**src/rtl/gcd_pkg.sv**
```systemverilog
// Shared state encoding and mux/bus select constants for the GCD sequencer.
package gcd_pkg;

  typedef enum logic [2:0] {
    S_IDLE    = 3'd0,
    S_LOAD_A  = 3'd1,
    S_LOAD_B  = 3'd2,
    S_COMPARE = 3'd3,
    S_DONE    = 3'd4,
    S_ERR     = 3'd5
  } state_e;

  localparam logic SEL_A    = 1'b0;
  localparam logic SEL_B    = 1'b1;
  localparam logic BUS_DATA = 1'b1;
  localparam logic BUS_SUB  = 1'b0;

  function automatic logic flags_onehot(input logic lt, input logic gt, input logic eq);
    return ({lt, gt, eq} == 3'b100) || ({lt, gt, eq} == 3'b010) || ({lt, gt, eq} == 3'b001);
  endfunction

endpackage

```
**src/rtl/gcd_iter_cnt.sv**
```systemverilog
// Subtract-step counter: synchronous clear, increment, saturates at MAX_ITER.
// at_max_o tells the sequencer the step budget is exhausted.
module gcd_iter_cnt #(
  parameter int ITER_W   = 16,
  parameter int MAX_ITER = 65535
) (
  input  logic              clk,
  input  logic              rst,
  input  logic              clr_i,
  input  logic              inc_i,
  output logic [ITER_W-1:0] cnt_o,
  output logic              at_max_o
);

  localparam logic [ITER_W-1:0] LIMIT = ITER_W'(MAX_ITER);

  logic [ITER_W-1:0] cnt_q, cnt_d;

  assign at_max_o = (cnt_q == LIMIT);
  assign cnt_o    = cnt_q;

  always_comb begin
    cnt_d = cnt_q;
    if (clr_i) begin
      cnt_d = '0;
    end else if (inc_i && !at_max_o) begin
      cnt_d = cnt_q + 1'b1;
    end
  end

  always_ff @(posedge clk or posedge rst) begin
    if (rst) begin
      cnt_q <= '0;
    end else begin
      cnt_q <= cnt_d;
    end
  end

endmodule

```
**src/rtl/gcd_seq_ctrl.sv**
```systemverilog
// Sequencer for the subtractive GCD datapath: loads A then B, then steers
// subtract steps from the comparator flags until eq, timeout or illegal flags.
module gcd_seq_ctrl
  import gcd_pkg::*;
#(
  parameter int DW       = 16,
  parameter int ITER_W   = 16,
  parameter int MAX_ITER = 65535
) (
  input  logic              clk,
  input  logic              rst,
  input  logic              start,
  input  logic [DW-1:0]     a_in,
  input  logic [DW-1:0]     b_in,
  input  logic              lt,
  input  logic              gt,
  input  logic              eq,
  output logic [DW-1:0]     data_out,
  output logic              ldA,
  output logic              ldB,
  output logic              sel1,
  output logic              sel2,
  output logic              sel_in,
  output logic              busy,
  output logic              done,
  output logic              err,
  output logic [ITER_W-1:0] iter_cnt
);

  state_e        state_q, state_d;
  logic [DW-1:0] opa_q, opa_d;
  logic [DW-1:0] opb_q, opb_d;
  logic          cnt_clr, cnt_inc, cnt_at_max;

  gcd_iter_cnt #(
    .ITER_W   (ITER_W),
    .MAX_ITER (MAX_ITER)
  ) u_iter_cnt (
    .clk      (clk),
    .rst      (rst),
    .clr_i    (cnt_clr),
    .inc_i    (cnt_inc),
    .cnt_o    (iter_cnt),
    .at_max_o (cnt_at_max)
  );

  always_comb begin
    state_d  = state_q;
    opa_d    = opa_q;
    opb_d    = opb_q;
    cnt_clr  = 1'b0;
    cnt_inc  = 1'b0;
    data_out = '0;
    ldA      = 1'b0;
    ldB      = 1'b0;
    sel1     = SEL_A;
    sel2     = SEL_A;
    sel_in   = BUS_SUB;
    busy     = 1'b0;
    done     = 1'b0;
    err      = 1'b0;

    unique case (state_q)
      S_IDLE: begin
        if (start) begin
          opa_d   = a_in;
          opb_d   = b_in;
          cnt_clr = 1'b1;
          state_d = ((a_in == '0) || (b_in == '0)) ? S_ERR : S_LOAD_A;
        end
      end
      S_LOAD_A: begin
        busy     = 1'b1;
        data_out = opa_q;
        sel_in   = BUS_DATA;
        ldA      = 1'b1;
        state_d  = S_LOAD_B;
      end
      S_LOAD_B: begin
        busy     = 1'b1;
        data_out = opb_q;
        sel_in   = BUS_DATA;
        ldB      = 1'b1;
        state_d  = S_COMPARE;
      end
      S_COMPARE: begin
        busy = 1'b1;
        // eq wins over the step budget: a job finishing on its last allowed step is still good
        if (!flags_onehot(lt, gt, eq)) begin
          state_d = S_ERR;
        end else if (eq) begin
          state_d = S_DONE;
        end else if (cnt_at_max) begin
          state_d = S_ERR;
        end else if (lt) begin
          sel1    = SEL_B;
          sel2    = SEL_A;
          ldB     = 1'b1;
          cnt_inc = 1'b1;
        end else begin
          sel1    = SEL_A;
          sel2    = SEL_B;
          ldA     = 1'b1;
          cnt_inc = 1'b1;
        end
      end
      S_DONE: begin
        done    = 1'b1;
        state_d = S_IDLE;
      end
      S_ERR: begin
        err     = 1'b1;
        state_d = S_IDLE;
      end
      default: state_d = S_IDLE;
    endcase
  end

  always_ff @(posedge clk or posedge rst) begin
    if (rst) begin
      state_q <= S_IDLE;
      opa_q   <= '0;
      opb_q   <= '0;
    end else begin
      state_q <= state_d;
      opa_q   <= opa_d;
      opb_q   <= opb_d;
    end
  end

endmodule

```
**config.mk**
```make
export PLATFORM = sky130hd
export DESIGN_NAME = gcd_seq_ctrl
export DESIGN_NICKNAME = d
export VERILOG_FILES = /design/src/rtl/gcd_pkg.sv /design/src/rtl/gcd_iter_cnt.sv /design/src/rtl/gcd_seq_ctrl.sv
export SDC_FILE = /design/constraint.sdc
export NUM_CORES = 1
export LEC_CHECK = 0
export ABC_AREA = 0
export ABC_CLOCK_PERIOD_IN_PS = 7800
export CORE_MARGIN = 5
export CORE_UTILIZATION = 45
export CTS_BUF_LIST = sky130_fd_sc_hd__clkbuf_16
export CTS_CLUSTER_DIAMETER = 40
export CTS_CLUSTER_SIZE = 28
export DETAILED_ROUTE_END_ITERATION = 6
export DONT_BUFFER_PORTS = 1
export SLEW_MARGIN = 0
export SYNTH_ARGS = -nofsm -noshare
export SYNTH_HDL_FRONTEND = slang
export SYNTH_HIERARCHICAL = 1
export SYNTH_SLANG_ARGS = --single-unit
export TNS_END_PERCENT = 1
```
**constraint.sdc**
```tcl
create_clock -name clk -period 7.8 [get_ports clk]
set_input_delay 0.39 -clock clk [delete_from_list [all_inputs] [get_ports clk]]
set_output_delay 0.39 -clock clk [all_outputs]
set_load 0.02 [all_outputs]
```
==> key figures, run 1 <==
Timing
  • Setup slack after layout: ~4.6 ns
  • Setup TNS: 0 ns
  • Fin. Hold Viols: 0
  • Slew Viols, Final: 0
  • Tcrit/Tclk final: approximately two fifths
  • Layout Skew: between 0.004 and 0.005 ns
  • Crit path time final: ~3.2 ns
  • Worst-Margin Slew: a little over 1 ns
  • Slew margin rel.: about a third
  • Number of setup violations in the final report: 0
  • Max Fclk: between 300 and 400 MHz
  • RSZ-0062 raised after global routing: false

Critical path
  • CP startpoint kind: register
  • Termination of the worst setup path: u_iter_cnt/cnt_o[13]$_DFFE_PP0P_
  • Setup crit start: u_iter_cnt/cnt_o[0]$_DFFE_PP0P_
  • R2r startpoint: u_iter_cnt/cnt_o[0]$_DFFE_PP0P_
  • Reg2Reg Capture Point: u_iter_cnt/cnt_o[13]$_DFFE_PP0P_
  • Reg2Reg Depth: 9
  • Worst Path Arrival: around 3.4 ns
  • FF-to-FF setup slack: 4.61 ns
  • CP required: about 8.0 ns
  • Crit path kind: register to register
  • CP endpoint kind: register
  • Worst Path Max Fanout: 12

Logic synthesis
  • Synthesized area per cell: 12.4 sq um
  • Synth unique cells: 50
  • Synthesized flop and latch total: slightly above 50
  • Largest cells by area after synthesis: dfrtp_1, mux2_4, a22o_1
  • Register area share after synthesis: a little under half
  • Post-Syn Area: about 2800 sq um
  • Share of the synthesized area in the top cell type: 45.1%
  • Synthesized instance count: 228
  • Syn Nets: between 200 and 300
  • Biggest area consumer among synthesized cells: dfrtp_1
  • Synth warnings: 6

CTS
  • Total clock sinks: a little over 50
  • Root Buffer: clkbuf_16
  • CTS Buf Count: 5
  • Post-CTS sizing: 0
  • Post-CTS setup buffers: 0
  • Reg clk slew, reported paths: roughly 0.07 ns
  • CTS tree: done
  • Skew-Pair Late Insertion Delay: 0.29 ns
  • # hold bufs at CTS: 0
  • CTS max path bufs: 2
  • CTS H-tree lvls: 2

Global routing
  • Global Route Usage Sum: between 15 and 20%
  • Vias in the first global route: 1898
  • Global-route wire length before repair: between 10000 and 15000 microns
  • Remaining Overflow, GRT: 0
  • Initial antenna violation count: 0
  • Largest net degree at the start of global routing: 56

Detailed routing
  • Routed Antenna Nets: 0
  • Final wirelength: slightly above 6000 microns
  • Residual DRC: 0
  • Starting DRC count in detailed routing: about 90
  • Via density: between 5 and 6
  • Via Count: between 1500 and 2000
  • First drt pass iteration count: 4
  • WL/cell: around 20 microns

Placed design
  • Post-Place Cells: ~300
  • DP Worst Slack: ~4.6 ns
  • DP Wirelength: ~4400 microns
  • Routability Congestion: 0.778
  • IO Port Bufs: 0

Floorplanning
  • I/O Pins: 78
  • Die W: roughly 90 microns
  • Die Y: between 80 and 90 microns
  • Row cnt: 28
  • Die ar.: approximately 8000 sq um
  • Core area: roughly 6000 sq um
  • Initial Util: between 40% and 50%

Final layout
  • # fillers: between 500 and 600
  • Diodes inserted: 0
  • Share of layout cells above drive strength 1: between 20% and 30%
  • Final std cells w/o fill: between 300 and 400
  • Nets: between 200 and 300
  • Area growth, synth to finish: 5.35%

Min path
  • Hold crit path type: input pin to asynchronous set/reset pin

Power and ir drop
  • Sequential group share of total power: between 30% and 40%
  • Internal Power: 717 uW
  • Pwr Density: 386 nW/um^2
  • P_leak: 1.28 nW
  • Comb power frac: between 40% and 50%
  • Max IR drop VDD: slightly above 0.0002 V
  • Clock network fraction of design power: 18.9%
  • Sw frac: between 30% and 40%
  • Sw power: 434 uW

Run
  • Max Cap Viol: 0

Run status
  • Outcome: complete, no violations
power groups by stage:
| stage | combinational [mW] | clock, mW | sequential, mW |
|---|---|---|---|
| 2_1_floorplan | 0.469 | 0 | 0.417 |
| 3_3_place_gp | 0.489 | 0 | 0.445 |
| 3_5_place_dp | 0.494 | 0 | 0.444 |
| 4_1_cts | 0.495 | 0.224 | 0.442 |
| 5_1_grt | 0.524 | 0.235 | 0.457 |
| 6_report | 0.491 | 0.217 | 0.443 |
worst max-delay path, cell delays in order, from the launching register on:
cell and delay, ns:
dfrtp_1 0.50, ha_1 0.32, nand4_1 0.16, nor4_4 0.09, or4b_4 0.51, nor3_4 0.31
nand3_1 0.24, nor3_2 0.29, nor4b_1 0.29, mux2_2 0.37
per-layer routing:
layer / global-route usage [%] / vias up / share of wire, %
li1: - / 855 / -
met1: 23.0 / 861 / 46
met2: 23.9 / 50 / 44
met3: 5.71 / 6 / 8.5
met4: 4.74 / 0 / 1.5
met5: 0 / - / 0
final cells by class:
| cell class | count | area, sq um | area share (%) |
|---|---|---|---|
| Multi-Input combinational cell | 162 | 1420 | 47.7 |
| Sequential cell | 51 | 1280 | 42.8 |
| Clock buffer | 5 | 125 | 4.20 |
| Tap cell | 75 | 93.8 | 3.15 |
| Clock inverter | 3 | 22.5 | 0.755 |
| Timing Repair Buffer | 3 | 22.5 | 0.755 |
| Inverter | 5 | 18.8 | 0.629 |
through the flow:
step / hold slack [ns] / power (mW) / utilization [%] / instance area (sq um)
finish: 0.0800 / 1.15 / 49.5 / 2980
global route: 0.138 / 1.22 / 49.5 / 2980
CTS: 0.104 / 1.16 / 49.5 / 2980
detailed placement: 0.410 / 0.938 / 47.0 / 2830
global placement: 0.408 / 0.933 / 47.0 / 2830
floorplan: 0.304 / 0.886 / - / 2830
cell usage after synthesis, drive strengths merged:
library cell / n
dfrtp: 51
a22o: 16
a21oi: 9
nand2: 6
mux2i: 1
dlygate4sd1: 1
o31ai: 2
nand3: 4
nor4b: 2
o21bai: 1
buf: 8
nor2b: 6
nor4: 11
or2: 4
or3: 3
and3b: 2
nor3: 7
o21ai: 3
clkbuf: 1
or3b: 1
and2: 2
a21o: 2
inv: 5
nor2: 17
nand2b: 3
nand4: 8
nor3b: 3
and4: 1
or4: 2
ha: 1
xnor2: 1
or4b: 2
mux2: 38
o41ai: 1
a311oi: 3
how the worst min path moves through the flow:
stage	start	to	slack (ns)	depth (start not counted)
floorplan	rst	u_iter_cnt/cnt_o[0]$_DFFE_PP0P_	0.30	1
global placement	rst	opb_q[13]$_DFFE_PP0P_	0.41	2
detailed placement	rst	opb_q[13]$_DFFE_PP0P_	0.41	2
CTS	rst	opa_q[15]$_DFFE_PP0P_	0.10	2
global route	rst	opa_q[13]$_DFFE_PP0P_	0.14	2
finish	rst	u_iter_cnt/cnt_o[10]$_DFFE_PP0P_	0.08	1
logic make-up (layout without fill, tap and decap cells):
family | after synthesis | count (layout) | share of synthesized area (%)
XOR/XNOR | 1 | 1 | 0.310
AND/OR/NAND/NOR | 84 | 84 | 20.5
adder cells (fa/ha/maj) | 1 | 1 | 0.442
buffers and inverters | 15 | 16 | 4.64
flip-flops | 51 | 51 | 45.1
AO/OA/AOI/OAI | 37 | 37 | 9.68
multiplexers | 39 | 39 | 19.3
registers in the layout (all words and copies together), names as in the netlist:
| signal | flops |
|---|---|
| state_q | 3 |
| opa_q | 16 |
| u_iter_cnt/cnt_o | 16 |
| opb_q | 16 |
cell usage in the layout (no fill, tap or decap), types with 3 or more instances in the layout:
master     synthesis  layout
nand4_1            6       6
o21ai_0            3       3
nor3_1             5       5
a22o_1            16      16
mux2_4            29      29
a21oi_1            9       9
inv_1              5       5
dfrtp_1           51      51
nor2_1            16      16
nor4_1            10      10
nand3_1            4       4
nor2b_1            6       6
clkbuf_16          0       5
buf_4              1       3
a311oi_1           3       3
nand2_1            6       6
mux2_2             9       9
nand2b_1           3       3
Power figures use the tool's default switching activity.
==> run 2, diff against run 1 <==
--- a/config.mk
+++ b/config.mk
@@ -6,7 +6,7 @@
 export NUM_CORES = 1
 export LEC_CHECK = 0
 export ABC_AREA = 0
-export ABC_CLOCK_PERIOD_IN_PS = 7800
+export ABC_CLOCK_PERIOD_IN_PS = 2600
 export CORE_MARGIN = 5
 export CORE_UTILIZATION = 45
 export CTS_BUF_LIST = sky130_fd_sc_hd__clkbuf_16
==> constraint.sdc (replaced) <==
create_clock -name clk -period 2.6 [get_ports clk]
set_input_delay 0.13 -clock clk [delete_from_list [all_inputs] [get_ports clk]]
set_output_delay 0.13 -clock clk [all_outputs]
set_load 0.02 [all_outputs]
==> key figures, run 2 (synthesis gave the netlist of run 1 again) <==
Run status
  • Outcome: complete, no violations

Global routing
  • Global-route wire length before repair: 11700 microns (+16%)
  • Vias in the first global route: 2236 (+18%)
  • Largest net degree at the start of global routing: 36 (-36%)
  • Global Route Usage Sum: 19.2% (+2.8 points)
  • Remaining Overflow, GRT: 0 (unchanged)
  • Initial antenna violation count: 0 (unchanged)

Power and ir drop
  • Sw power: 1.37 mW (+220%)
  • Max IR drop VDD: 0.000597 V (+200%)
  • Pwr Density: 1010 nW/um^2 (+160%)
  • Clock network fraction of design power: 18.4% (-0.5 points)
  • Comb power frac: 46.3% (+3.7 points)
  • P_leak: 1.59 nW (+24%)
  • Sequential group share of total power: 35.3% (-3.2 points)
  • Sw frac: 37.8% (+0.16 points)
  • Internal Power: 2.25 mW (+210%)

Floorplanning
  • Initial Util: 47.0% (unchanged)
  • I/O Pins: 78 (unchanged)
  • Row cnt: 28 (unchanged)
  • Core area: 6030 sq um (unchanged)
  • Die W: 89.3 microns (unchanged)
  • Die Y: 89.3 microns (unchanged)
  • Die ar.: 7980 sq um (unchanged)

Min path
  • Hold Path End: state_q[0]$_DFFE_PP0P_
  • Hold Crit Start: lt
  • Hold crit path type: input pin to register
  • WHS Path Cells: 2

Critical path
  • CP endpoint kind: register
  • Crit-path max cell delay: 0.50 ns (about the same)
  • Reg2Reg Capture Point: u_iter_cnt/cnt_o[13]$_DFFE_PP0P_
  • Worst Path Max Fanout: 4 (-8)
  • Reg2Reg Depth: 9 (unchanged)
  • FF-to-FF setup slack: 0.06 ns (-4.55 ns)
  • CP startpoint kind: register
  • Largest delay contributor family on the critical path: simple AND/OR/NAND/NOR gates
  • Most used cell, CP: nor3_4
  • Buf+Inv Stages, Crit Path: 0 (unchanged)
  • Critical path cell sequence: ha_4 -> nand4_1 -> nor4_4 -> or4b_4 -> nor3_4 -> nand3_2 -> nor3_4 -> nor4b_2 -> mux2_2
  • Worst Path Arrival: 2.71 ns (-0.65 ns)
  • Crit path kind: register to register
  • R2r startpoint: u_iter_cnt/cnt_o[1]$_DFFE_PP0P_
  • CP required: 2.77 ns (-5.20 ns)
  • CP max stage cell: or4b_4

Detailed routing
  • Routed Antenna Nets: 0 (unchanged)
  • Final wirelength: 7060 microns (+17%)
  • First drt pass iteration count: 4 (unchanged)
  • Residual DRC: 0 (unchanged)
  • Starting DRC count in detailed routing: 96 (+7.9%)
  • Via Count: 2074 (+17%)
  • Via density: 5.64 (-3.3%)
  • WL/cell: 19.2 microns (-3.7%)

Timing
  • Number of setup violations in the final report: 0 (unchanged)
  • RSZ-0062 raised after global routing: true
  • Fin. Hold Viols: 0 (unchanged)
  • Crit path time final: 2.54 ns (-0.649 ns)
  • Worst hold margin: 0.0593 ns (-0.0207 ns)
  • Slew Viols, Final: 0 (unchanged)
  • Max Fclk: 394 MHz (+26%)
  • Setup slack after layout: 0.0611 ns (-4.55 ns)
  • Tcrit/Tclk final: 97.6% (+57 points)
  • Worst-Margin Slew: 0.706 ns (-0.316 ns)
  • Slew margin rel.: 52.8% (+21 points)
  • Layout Skew: 0.00644 ns (+0.00167 ns)

Placed design
  • DP Worst Slack: 0.00468 ns (-4.58 ns)
  • IO Port Bufs: 0 (unchanged)
  • Routability Congestion: 0.837 (+7.5%)
  • DP Wirelength: 4940 microns (+13%)

CTS
  • CTS tree: done
  • CTS max path bufs: 2 (unchanged)
  • Total clock sinks: 51 (unchanged)
  • Reg clk slew, reported paths: 0.07 ns (about the same)
  • Root Buffer: clkbuf_16
  • CTS H-tree lvls: 2 (unchanged)
  • CTS Buf Count: 5 (unchanged)
  • Skew-Pair Late Insertion Delay: 0.29 ns (about the same)

Final layout
  • Commonest non-fill, non-tap cell in the layout: dfrtp_1
  • Diodes inserted: 0 (unchanged)
  • Share of layout cells above drive strength 1: 34.5% (+7.0 points)
  • # fillers: 486 (-12%)
  • Commonest non-fill, non-tap cells in the layout: dfrtp_1, dlygate4sd3_1, buf_4
  • Nets: 331 (+24%)
  • Finished Core Util: 59.7% (+10 points)
  • FF/Latch Area: 1280 sq um (+0.20%)
  • Area growth, synth to finish: 27.0%
  • Multi-input logic area: 1470 sq um (+3.2%)

Run
  • Max Cap Viol: 0 (unchanged)
[run 2: cell types whose count changed in the layout (fill, tap and decap cells not counted), moves of 2 or more]
| cell | previous run | this run |
|---|---|---|
| dfrtp_2 | 0 | 2 |
| dfrtp_1 | 51 | 49 |
| buf_4 | 3 | 33 |
| dlygate4sd3_1 | 0 | 34 |
| nor4_1 | 10 | 8 |
| nor4_2 | 0 | 2 |
[run 2: worst max-delay path by stage]
stage | from | end | slack (ns) | cells after the start
final | u_iter_cnt/cnt_o[1]$_DFFE_PP0P_ | u_iter_cnt/cnt_o[13]$_DFFE_PP0P_ | 0.06 | 9
after global routing | u_iter_cnt/cnt_o[0]$_DFFE_PP0P_ | u_iter_cnt/cnt_o[13]$_DFFE_PP0P_ | -0.07 | 9
after CTS | u_iter_cnt/cnt_o[0]$_DFFE_PP0P_ | u_iter_cnt/cnt_o[10]$_DFFE_PP0P_ | 0.02 | 9
after detailed placement | u_iter_cnt/cnt_o[0]$_DFFE_PP0P_ | u_iter_cnt/cnt_o[10]$_DFFE_PP0P_ | 0.005 | 9
after global placement | u_iter_cnt/cnt_o[1]$_DFFE_PP0P_ | u_iter_cnt/cnt_o[13]$_DFFE_PP0P_ | 0.05 | 9
after floorplan | u_iter_cnt/cnt_o[1]$_DFFE_PP0P_ | u_iter_cnt/cnt_o[13]$_DFFE_PP0P_ | -0.30 | 10
[run 2: cell type report]
cell class	count	area share [%]
multi-input combinational	162	40.8
sequential	51	35.6
timing repair buffer	67	16.4
clock buffer	5	3.48
tap	75	2.61
clock inverter	3	0.627
inverter	5	0.522
[run 2: power groups by stage]
stage | clock, mW | sequential, mW | combinational, mW
2_1_floorplan | 0 | 1.26 | 1.41
3_3_place_gp | 0 | 1.28 | 1.62
3_5_place_dp | 0 | 1.28 | 1.64
4_1_cts | 0.673 | 1.28 | 1.68
5_1_grt | 0.725 | 1.31 | 1.79
6_report | 0.666 | 1.28 | 1.68
[run 2: worst register-to-register path, cell delays in order, from the launching register on]
cell and delay [ns]:
dfrtp_2 0.42, ha_4 0.16, nand4_1 0.13, nor4_4 0.05, or4b_4 0.50, nor3_4 0.23, nand3_2 0.15, nor3_4 0.18
nor4b_2 0.23, mux2_2 0.36
[run 2: metal layers]
layer | vias to the layer above | track usage [%] | wire [microns]
li1 | 984 | - | -
met1 | 1024 | 26.1 | 3130
met2 | 58 | 30.5 | 3330
met3 | 8 | 5.07 | 513
met4 | 0 | 5.14 | 84
met5 | - | 0 | 0
[run 2: timing repair]
item | CTS | global route
pin swaps | 1 | 0
endpoints found under the setup margin | 2 | 8
setup buffers | 0 | 0
endpoints found under the hold margin | 84 | 0
hold buffers | 34 | 0
gates resized for setup | 1 | 2
[run 2: metrics by stage]
stage          setup TNS, ns  std cells  total power [mW]  cell area, sq um
5_1_grt              -0.0937        368              3.83              3590
2_1_floorplan          -1.30        228              2.67              2860
6_report                   0        368              3.63              3590
3_5_place_dp               0        326              2.93              3090
4_1_cts                    0        368              3.64              3590
3_3_place_gp               0        326              2.90              3090
